### src/rtl/uart_pkg.sv
// Shared UART constants: parity mode codes and receive FSM state encoding.
package uart_pkg;

    localparam int PARITY_NONE = 0;
    localparam int PARITY_EVEN = 1;
    localparam int PARITY_ODD  = 2;

    localparam logic [2:0] RX_IDLE   = 3'd0;
    localparam logic [2:0] RX_START  = 3'd1;
    localparam logic [2:0] RX_DATA   = 3'd2;
    localparam logic [2:0] RX_PARITY = 3'd3;
    localparam logic [2:0] RX_STOP   = 3'd4;
    localparam logic [2:0] RX_BREAK  = 3'd5;

endpackage

### src/rtl/uart_sync2.sv
// Two-flop synchroniser for an asynchronous serial line; resets to the idle-high level.
module uart_sync2 (
    input  logic clk_i,
    input  logic rst_n_i,
    input  logic d_i,
    output logic q_o
);

    logic meta_q;
    logic sync_q;

    always_ff @(posedge clk_i or negedge rst_n_i) begin
        if (!rst_n_i) begin
            meta_q <= 1'b1;
            sync_q <= 1'b1;
        end else begin
            meta_q <= d_i;
            sync_q <= meta_q;
        end
    end

    assign q_o = sync_q;

endmodule

### src/rtl/uart_rx_core.sv
// Oversampled UART receiver: mid-bit sampling, optional parity, 1 or 2 checked stop bits.
//
// state  | meaning
// IDLE   | line idle, waiting for a low sample
// START  | half a bit period to the middle of the start bit
// DATA   | sampling DATA_BITS data bits, LSB first
// PARITY | sampling the parity bit
// STOP   | sampling STOP_BITS stop bits; last one completes the frame
// BREAK  | line held low after a framing error, wait for high
module uart_rx_core
    import uart_pkg::*;
#(
    parameter int OVERSAMPLE  = 16,
    parameter int DATA_BITS   = 8,
    parameter int PARITY_MODE = 0,
    parameter int STOP_BITS   = 1
) (
    input  logic                 clk,
    input  logic                 reset,
    input  logic                 baud_tick,
    input  logic                 rxd,
    output logic [DATA_BITS-1:0] rx_data,
    output logic                 rx_valid,
    output logic                 parity_err,
    output logic                 frame_err,
    output logic                 busy
);

    localparam int TW = $clog2(OVERSAMPLE);
    localparam logic [TW-1:0] HALF_LAST = TW'(OVERSAMPLE / 2 - 1);
    localparam logic [TW-1:0] FULL_LAST = TW'(OVERSAMPLE - 1);
    localparam logic [3:0] DATA_LAST = 4'(DATA_BITS - 1);
    localparam logic [3:0] STOP_LAST = 4'(STOP_BITS - 1);
    localparam logic PAR_ODD = (PARITY_MODE == PARITY_ODD);

    logic                 rxd_s;
    logic [2:0]           state_q, state_d;
    logic [TW-1:0]        tick_q, tick_d;
    logic [3:0]           bit_q, bit_d;
    logic [DATA_BITS-1:0] shift_q, shift_d;
    logic                 perr_q, perr_d;
    logic                 ferr_q, ferr_d;
    logic [DATA_BITS-1:0] rx_data_q, rx_data_d;
    logic                 rx_valid_q, rx_valid_d;
    logic                 parity_err_q, parity_err_d;
    logic                 frame_err_q, frame_err_d;

    uart_sync2 u_sync (
        .clk_i   (clk),
        .rst_n_i (reset),
        .d_i     (rxd),
        .q_o     (rxd_s)
    );

    always_comb begin
        state_d      = state_q;
        tick_d       = tick_q;
        bit_d        = bit_q;
        shift_d      = shift_q;
        perr_d       = perr_q;
        ferr_d       = ferr_q;
        rx_data_d    = rx_data_q;
        rx_valid_d   = 1'b0;
        parity_err_d = parity_err_q;
        frame_err_d  = frame_err_q;

        if (baud_tick) begin
            case (state_q)
                RX_IDLE: begin
                    if (!rxd_s) begin
                        state_d = RX_START;
                        tick_d  = '0;
                    end
                end
                RX_START: begin
                    if (tick_q == HALF_LAST) begin
                        tick_d = '0;
                        if (!rxd_s) begin
                            state_d = RX_DATA;
                            bit_d   = '0;
                            perr_d  = 1'b0;
                            ferr_d  = 1'b0;
                        end else begin
                            state_d = RX_IDLE;
                        end
                    end else begin
                        tick_d = tick_q + TW'(1);
                    end
                end
                RX_DATA: begin
                    if (tick_q == FULL_LAST) begin
                        tick_d  = '0;
                        shift_d = {rxd_s, shift_q[DATA_BITS-1:1]};
                        if (bit_q == DATA_LAST) begin
                            bit_d   = '0;
                            state_d = (PARITY_MODE != PARITY_NONE) ? RX_PARITY : RX_STOP;
                        end else begin
                            bit_d = bit_q + 4'd1;
                        end
                    end else begin
                        tick_d = tick_q + TW'(1);
                    end
                end
                RX_PARITY: begin
                    if (tick_q == FULL_LAST) begin
                        tick_d  = '0;
                        perr_d  = ((^shift_q) ^ rxd_s) != PAR_ODD;
                        state_d = RX_STOP;
                    end else begin
                        tick_d = tick_q + TW'(1);
                    end
                end
                RX_STOP: begin
                    if (tick_q == FULL_LAST) begin
                        tick_d = '0;
                        if (bit_q == STOP_LAST) begin
                            // Frame completes here; a low final stop means the line may be in break.
                            bit_d        = '0;
                            rx_data_d    = shift_q;
                            parity_err_d = perr_q;
                            frame_err_d  = ferr_q | ~rxd_s;
                            rx_valid_d   = 1'b1;
                            state_d      = rxd_s ? RX_IDLE : RX_BREAK;
                        end else begin
                            ferr_d = ferr_q | ~rxd_s;
                            bit_d  = bit_q + 4'd1;
                        end
                    end else begin
                        tick_d = tick_q + TW'(1);
                    end
                end
                RX_BREAK: begin
                    if (rxd_s) begin
                        state_d = RX_IDLE;
                    end
                end
                default: begin
                    state_d = RX_IDLE;
                end
            endcase
        end
    end

    always_ff @(posedge clk or negedge reset) begin
        if (!reset) begin
            state_q      <= RX_IDLE;
            tick_q       <= '0;
            bit_q        <= '0;
            shift_q      <= '0;
            perr_q       <= 1'b0;
            ferr_q       <= 1'b0;
            rx_data_q    <= '0;
            rx_valid_q   <= 1'b0;
            parity_err_q <= 1'b0;
            frame_err_q  <= 1'b0;
        end else begin
            state_q      <= state_d;
            tick_q       <= tick_d;
            bit_q        <= bit_d;
            shift_q      <= shift_d;
            perr_q       <= perr_d;
            ferr_q       <= ferr_d;
            rx_data_q    <= rx_data_d;
            rx_valid_q   <= rx_valid_d;
            parity_err_q <= parity_err_d;
            frame_err_q  <= frame_err_d;
        end
    end

    assign rx_data    = rx_data_q;
    assign rx_valid   = rx_valid_q;
    assign parity_err = parity_err_q;
    assign frame_err  = frame_err_q;
    assign busy       = (state_q != RX_IDLE) && (state_q != RX_BREAK);

endmodule
### config.mk
export PLATFORM = sky130hd
export DESIGN_NAME = uart_rx_core
export DESIGN_NICKNAME = d
export VERILOG_FILES = /design/src/rtl/uart_pkg.sv /design/src/rtl/uart_sync2.sv /design/src/rtl/uart_rx_core.sv
export SDC_FILE = /design/constraint.sdc
export NUM_CORES = 1
export LEC_CHECK = 0
export ABC_CLOCK_PERIOD_IN_PS = 5600
export CELL_PAD_IN_SITES_DETAIL_PLACEMENT = 1
export CELL_PAD_IN_SITES_GLOBAL_PLACEMENT = 2
export CORE_MARGIN = 4
export CORE_UTILIZATION = 40
export DETAILED_ROUTE_END_ITERATION = 7
export PLACE_DENSITY_LB_ADDON = 0.1
export SYNTH_ARGS = -nofsm -noshare
export SYNTH_HDL_FRONTEND = slang
export SYNTH_SLANG_ARGS = --single-unit
### constraint.sdc
create_clock -name clk -period 5.6 [get_ports clk]
set_input_delay 1.12 -clock clk [delete_from_list [all_inputs] [get_ports clk]]
set_output_delay 1.12 -clock clk [all_outputs]
set_load 0.01 [all_outputs]
# [Word-level counts from Yosys, hierarchy flattened]
# Cells that the tools add are included.
[word_totals] reg_bits=34 latchBits=0 ram_bits=0 mem_bits_ro=0 inputBits=4 out_inout_bits=12 wordCells=85 n_memories=0
[op_classes] addsub=2 mul=0 n_div=0 magnitude_cmp=0 eq_ne=19 shifts=0 muxes=32 n_bitwise=3 reduce_logical=17
[op_table] operator="2-to-1 mux 4 bit" count=8
[op_table] operator="2-to-1 mux 3 bit" count=9
[op_table] operator="case mux 4 bit (3 select lines)" count=2
[op_table] operator="inequality test 2 bit, second input constant" count=9
[op_table] operator="case mux 3 bit (6 select lines)" count=1
[op_table] operator="AND reduction 6 bit" count=2
[op_table] operator="2-to-1 mux 1 bit" count=9
[op_table] operator="AND reduction 9 bit" count=1
[op_table] operator="nonzero test 3 bit" count=3
[op_table] operator="adder 4 x 1 -> 4 bit, second input constant" count=2
[op_table] operator="== test 4 x 3 -> 1 bit, second input constant" count=2
[op_table] operator="parity 8 bit" count=1
[op_table] operator="== test 3 x 2 -> 1 bit, second input constant" count=2
[op_table] operator="== test 3 bit, second input constant" count=2
[op_table] operator="AND reduction 3 bit" count=2
[op_table] operator="AND reduction 5 bit" count=1
[op_table] operator="== test 4 bit, second input constant" count=1
[op_table] operator="logical NOT 4 bit" count=1
[op_table] operator="case mux 1 bit (2 select lines)" count=2
[op_table] operator="AND reduction 4 bit" count=1
[op_table] operator="nonzero test 2 bit" count=2
[op_table] operator="== test 3 x 1 -> 1 bit, second input constant" count=1
[op_table] operator="logical NOT 3 bit" count=1
[op_table] operator="inequality test 3 bit, second input constant" count=1
[op_table] operator="other kinds (7)" count=7

# [Logic depth before layout (Yosys ltp)]
[logic_depth] ltp_word=5 mapped_depth=7 depth_no_buf=6

# [Modules after synthesis]
# A second synthesis with hierarchy kept.
[hier_totals] hier_cells=153 hier_area_um2=1779.2
[modules_own_cells] module="uart_rx_core" instances=1 cells_per_inst=151 area_each_um2=1726.7 seq_area_each_um2=800.8
[modules_own_cells] module="uart_sync2" instances=1 cells_per_inst=2 area_each_um2=52.6 seq_area_each_um2=52.6

# [Least setup slack after synthesis]
# OpenSTA, ideal clock, no wires.
[synth_path] path_type="input to register" start="input port baud_tick" end="register rx_data_q[0], in the netlist rx_data[0]" setup_ps=125 arrival_ps=2214 required_time_ps=5475 slack_ps=3261 stages=4 n_path_buf=1 path_cell_list="nand4_1 -> or4b_4 -> buf_6 -> mux2_4"
[synth_via] elab_chain_len=1
[synth_lines] item="from (decl)" line_no="uart_rx_core.sv:20" rtl="input logic baud_tick,"
[synth_lines] item="AND reduction 4 bit (no line)"
[synth_lines] item="to (signal assigned)" line_no="uart_rx_core.sv:163" rtl="rx_data_q <= rx_data_d;"
[synth_lines] item="to (decl)" line_no="uart_rx_core.sv:43" rtl="logic [DATA_BITS-1:0] rx_data_q, rx_data_d;"
# No other way between the ends.
# A chain may end at the register's enable or synchronous reset.

# [Worst setup path in the final report]
[layout_path] start="register state_q[2]" end="output port busy"
[layout_via] elab_chain_len=2 word_cells_on_any_way=3 classes_between="eq/ne (1); reduce/logical (2)"
[layout_lines] item="from (decl)" line_no="uart_rx_core.sv:37" rtl="logic [2:0] state_q, state_d;"
[layout_lines] item="from (signal assigned)" line_no="uart_rx_core.sv:157" rtl="state_q <= state_d;"
[layout_lines] item="inequality test 3 bit or nonzero test 3 bit (tied branches)" line_no="uart_rx_core.sv:174" rtl="assign busy = (state_q != RX_IDLE) && (state_q != RX_BREAK);"
[layout_lines] item="logical AND 1 bit *" line_no="uart_rx_core.sv:174"
[layout_lines] item="to (decl)" line_no="uart_rx_core.sv:26" rtl="output logic busy"
# Mark *: on every way between the ends. The rest lies on a longest branch, timed or not.

==> metrics.yaml <==
status:
  status: "complete, no violations"
synthesis:
  ys_types: 53
  synth_fp_nets: 179
  synthMuxAreaShare: 0.123
  netlist.top_cell.by_area: "dfrtp_1"
  yosys_register_bits: 34
  synth.top_cell.area_share: 0.432
  synth.top_cells.by_area: "dfrtp_1 43%, mux2_2 6.1%, mux2_4 5.7%, dfstp_2 2.8%, o21ai_0 2.4%"
  yosys.area_share.simple: 0.167
  async_flop_share: 1.00
  synthesis.area_sq_um: 1860
  avgSynthCellArea_sq_um: 10.8
  yosys.area_share.adder: 0.0202
  synth_xor_area_frac: 0.0452
  synth_edf_count: 0
  synth_top_family_by_area: "simple AND/OR/NAND/NOR gates"
  yosysSeqAreaShare: 0.460
  yosysWarnings: 0
  syn_inst: 172
  synth_compound_area_frac: 0.142
  ys.flop_type: "dfrtp_1"
critical_path:
  reg2reg_depth: 3
  path_class: "register to primary output"
  r2r_slack_ns: 3.22
  endpoint_kind: "primary output"
  r2r_start: "state_q[1]"
  arrival_ns: 2.09
  crit_start: "state_q[2]"
  worstPathMaxFanout: 24
  critPathLaunchType: "register"
  cp.required_ns: 4.48
  r2r_end: "rx_data[3]"
  crit_end: "busy"
detailed_routing:
  drcViolationCount: 0
  dr.first_iter.drc_count: 49
  vias: 1387
  via_per_inst: 5.85
  ant_nets: 0
  dr.pass1.iters: 4
  routed_wl_mm: 4.21
  wire_per_inst_microns: 17.8
finish:
  area_growth_pct: 14.4
  final_cells: 237
  drive_gt1_frac: 0.178
  diodes: 0
  layout.nets: 191
  final_util: 0.481
  ff_latch_area_sq_um: 853
  multi_input_area_sq_um: 921
  fillers: 489
power_and_ir_drop:
  power_mw: 0.715
  total_leakage_power_nw: 0.958
  vdd_ir_drop_max_mv: 0.149
  power.density_nw_per_um2: 337
clocking:
  cts.path.max_buffers: 2
  clockRootBuffer: "clkbuf_8"
  cts_tree: "done"
  cts_made_buffers: 5
  clkTransAtPathRegs_ns: 0.08
  cts_setup_buffers: 0
  clkLatencyLatePin_ns: 0.29
  clock-sinks: 34
  cts_hold_buf: 0
  h-tree-depth: 2
  post_cts_resized: 0
timing:
  worst_pin_slew_ns: 0.763
  rsz0062_at_grt: "no"
  max_clock_freq_mhz: 312
  min_period_ns: 3.21
  skew_ns: 0.00724
  setup-tns-final_ns: 0
  final-hold-violation-count: 0
  post-route-period-util: 0.572
  final_max_slew_viol_count: 0
  slew-limit-headroom: 0.490
  setup_violations: 0
placed_design:
  gp_congestion: 0.798
  dpl.hpwl_mm: 2.92
  post-place-cells: 229
  port_buffers: 15
min_path:
  hold_path.class: "register to register"
  min_from: "u_sync.meta_q"
  hold_depth: 0
floorplanning:
  die_w_microns: 76.1
  fp.dieH_microns: 76.1
  rows: 24
  core-area_sq_um: 4410
  ioPinCount: 16
  start_util: 0.420
  die_area_sq_um: 5790
run:
  maxCapViolCount: 0
grt:
  grt_overflow: 0
  grt_pass1_vias: 1499
  grt_usage: 0.155
  antenna_found_initial: 0
  grt_pass1_wl_mm: 7.44
  grt_start_max_net_pins: 35
worst min-delay path by stage:
| stage | end |
|---|---|
| 2_1_floorplan | u_sync.q_o |
| 3_3_place_gp | u_sync.q_o |
| 3_5_place_dp | u_sync.q_o |
| 4_1_cts | u_sync.q_o |
| 5_1_grt | u_sync.q_o |
| 6_report | u_sync.q_o |
logic make-up after synthesis:
group,after synthesis
flops,34
buf+inv,19
xor+xnor,8
simple gates,52
mux,18
fa+ha+maj,3
compound gates,38
power breakdown:
group / switching [mW] / internal (mW) / total, mW
sequential: 0.0497 / 0.269 / 0.319
combinational: 0.115 / 0.0854 / 0.200
clock: 0.0970 / 0.0989 / 0.196
total: 0.261 / 0.453 / 0.715
placed cells by master, fill, tap and decap left out, types with 2 or more instances in the layout:
cell type,n
dfstp_2,2
nor4bb_1,2
or3_1,3
o21ai_0,9
o22ai_1,4
mux2_4,7
a31oi_1,3
nand2_1,8
xor2_1,3
nand2b_1,2
clkdlybuf4s50_1,15
a21oi_1,3
a211oi_1,3
xnor2_1,4
a22o_1,2
nor2b_1,4
nor3_1,4
nand3_1,7
a211o_1,2
inv_1,8
nor3b_1,2
nor2_1,7
dfrtp_1,32
clkbuf_8,6
nor4_1,2
mux2_2,10
nand4_1,2
ha_1,3
synthesized netlist by cell type, types with 2 or more instances:
cell and n:
ha_1 3, nor2b_1 4, dfrtp_1 32, xor2_1 3, nand2b_1 2, inv_1 8
nor2_1 7, nand2_1 8, clkbuf_1 7, buf_2 2, a211o_1 2, nor4bb_1 2
a211oi_1 3, nand4_1 2, mux2_4 7, o22ai_1 4, nor3b_1 2, mux2_2 10
o21ai_0 9, nor3_1 4, a31oi_1 3, dfstp_2 2, a22o_1 2, or3_1 3
a21oi_1 3, nor4_1 2, xnor2_1 4, nand3_1 7
cell type report:
type                       instances  area share
clock buffer                       6      0.0389
multi-input combinational        119       0.434
tap                               52      0.0307
sequential                        34       0.402
clock inverter                     2     0.00590
inverter                           8      0.0142
timing repair buffer              16      0.0743
sequential cells by signal, indices dropped and copies added (netlist names):
register       flops
tick_q             4
rx_data            8
ferr_q             1
state_q            3
u_sync.meta_q      1
frame_err          1
rx_valid           1
shift_q            8
bit_q              4
u_sync.q_o         1
perr_q             1
parity_err         1
metal layers:
metal  part of all wire  vias to the layer above  global-route usage
met4              0.010                        0              0.0455
met5                  0                        -                   0
met2               0.47                       19               0.239
met1               0.49                      705               0.214
met3              0.032                        6              0.0390
li1                   -                      657                   -
critical path, cell delays in order, from the launching register on:
cell and delay [ns]:
dfrtp_1 0.82, nor2b_1 0.13, or3_1 0.36, clkdlybuf4s50_1 0.48
stage by stage:
stage               area [sq um]  setup slack, ns  hold slack (ns)
CTS                         2120             2.37            0.362
global placement            2030             2.46            0.348
finish                      2120             2.39            0.358
floorplan                   1860             3.26            0.345
detailed placement          2030             2.41            0.347
global route                2120             2.25            0.364
Note: power is estimated with default switching activity, not from simulation.
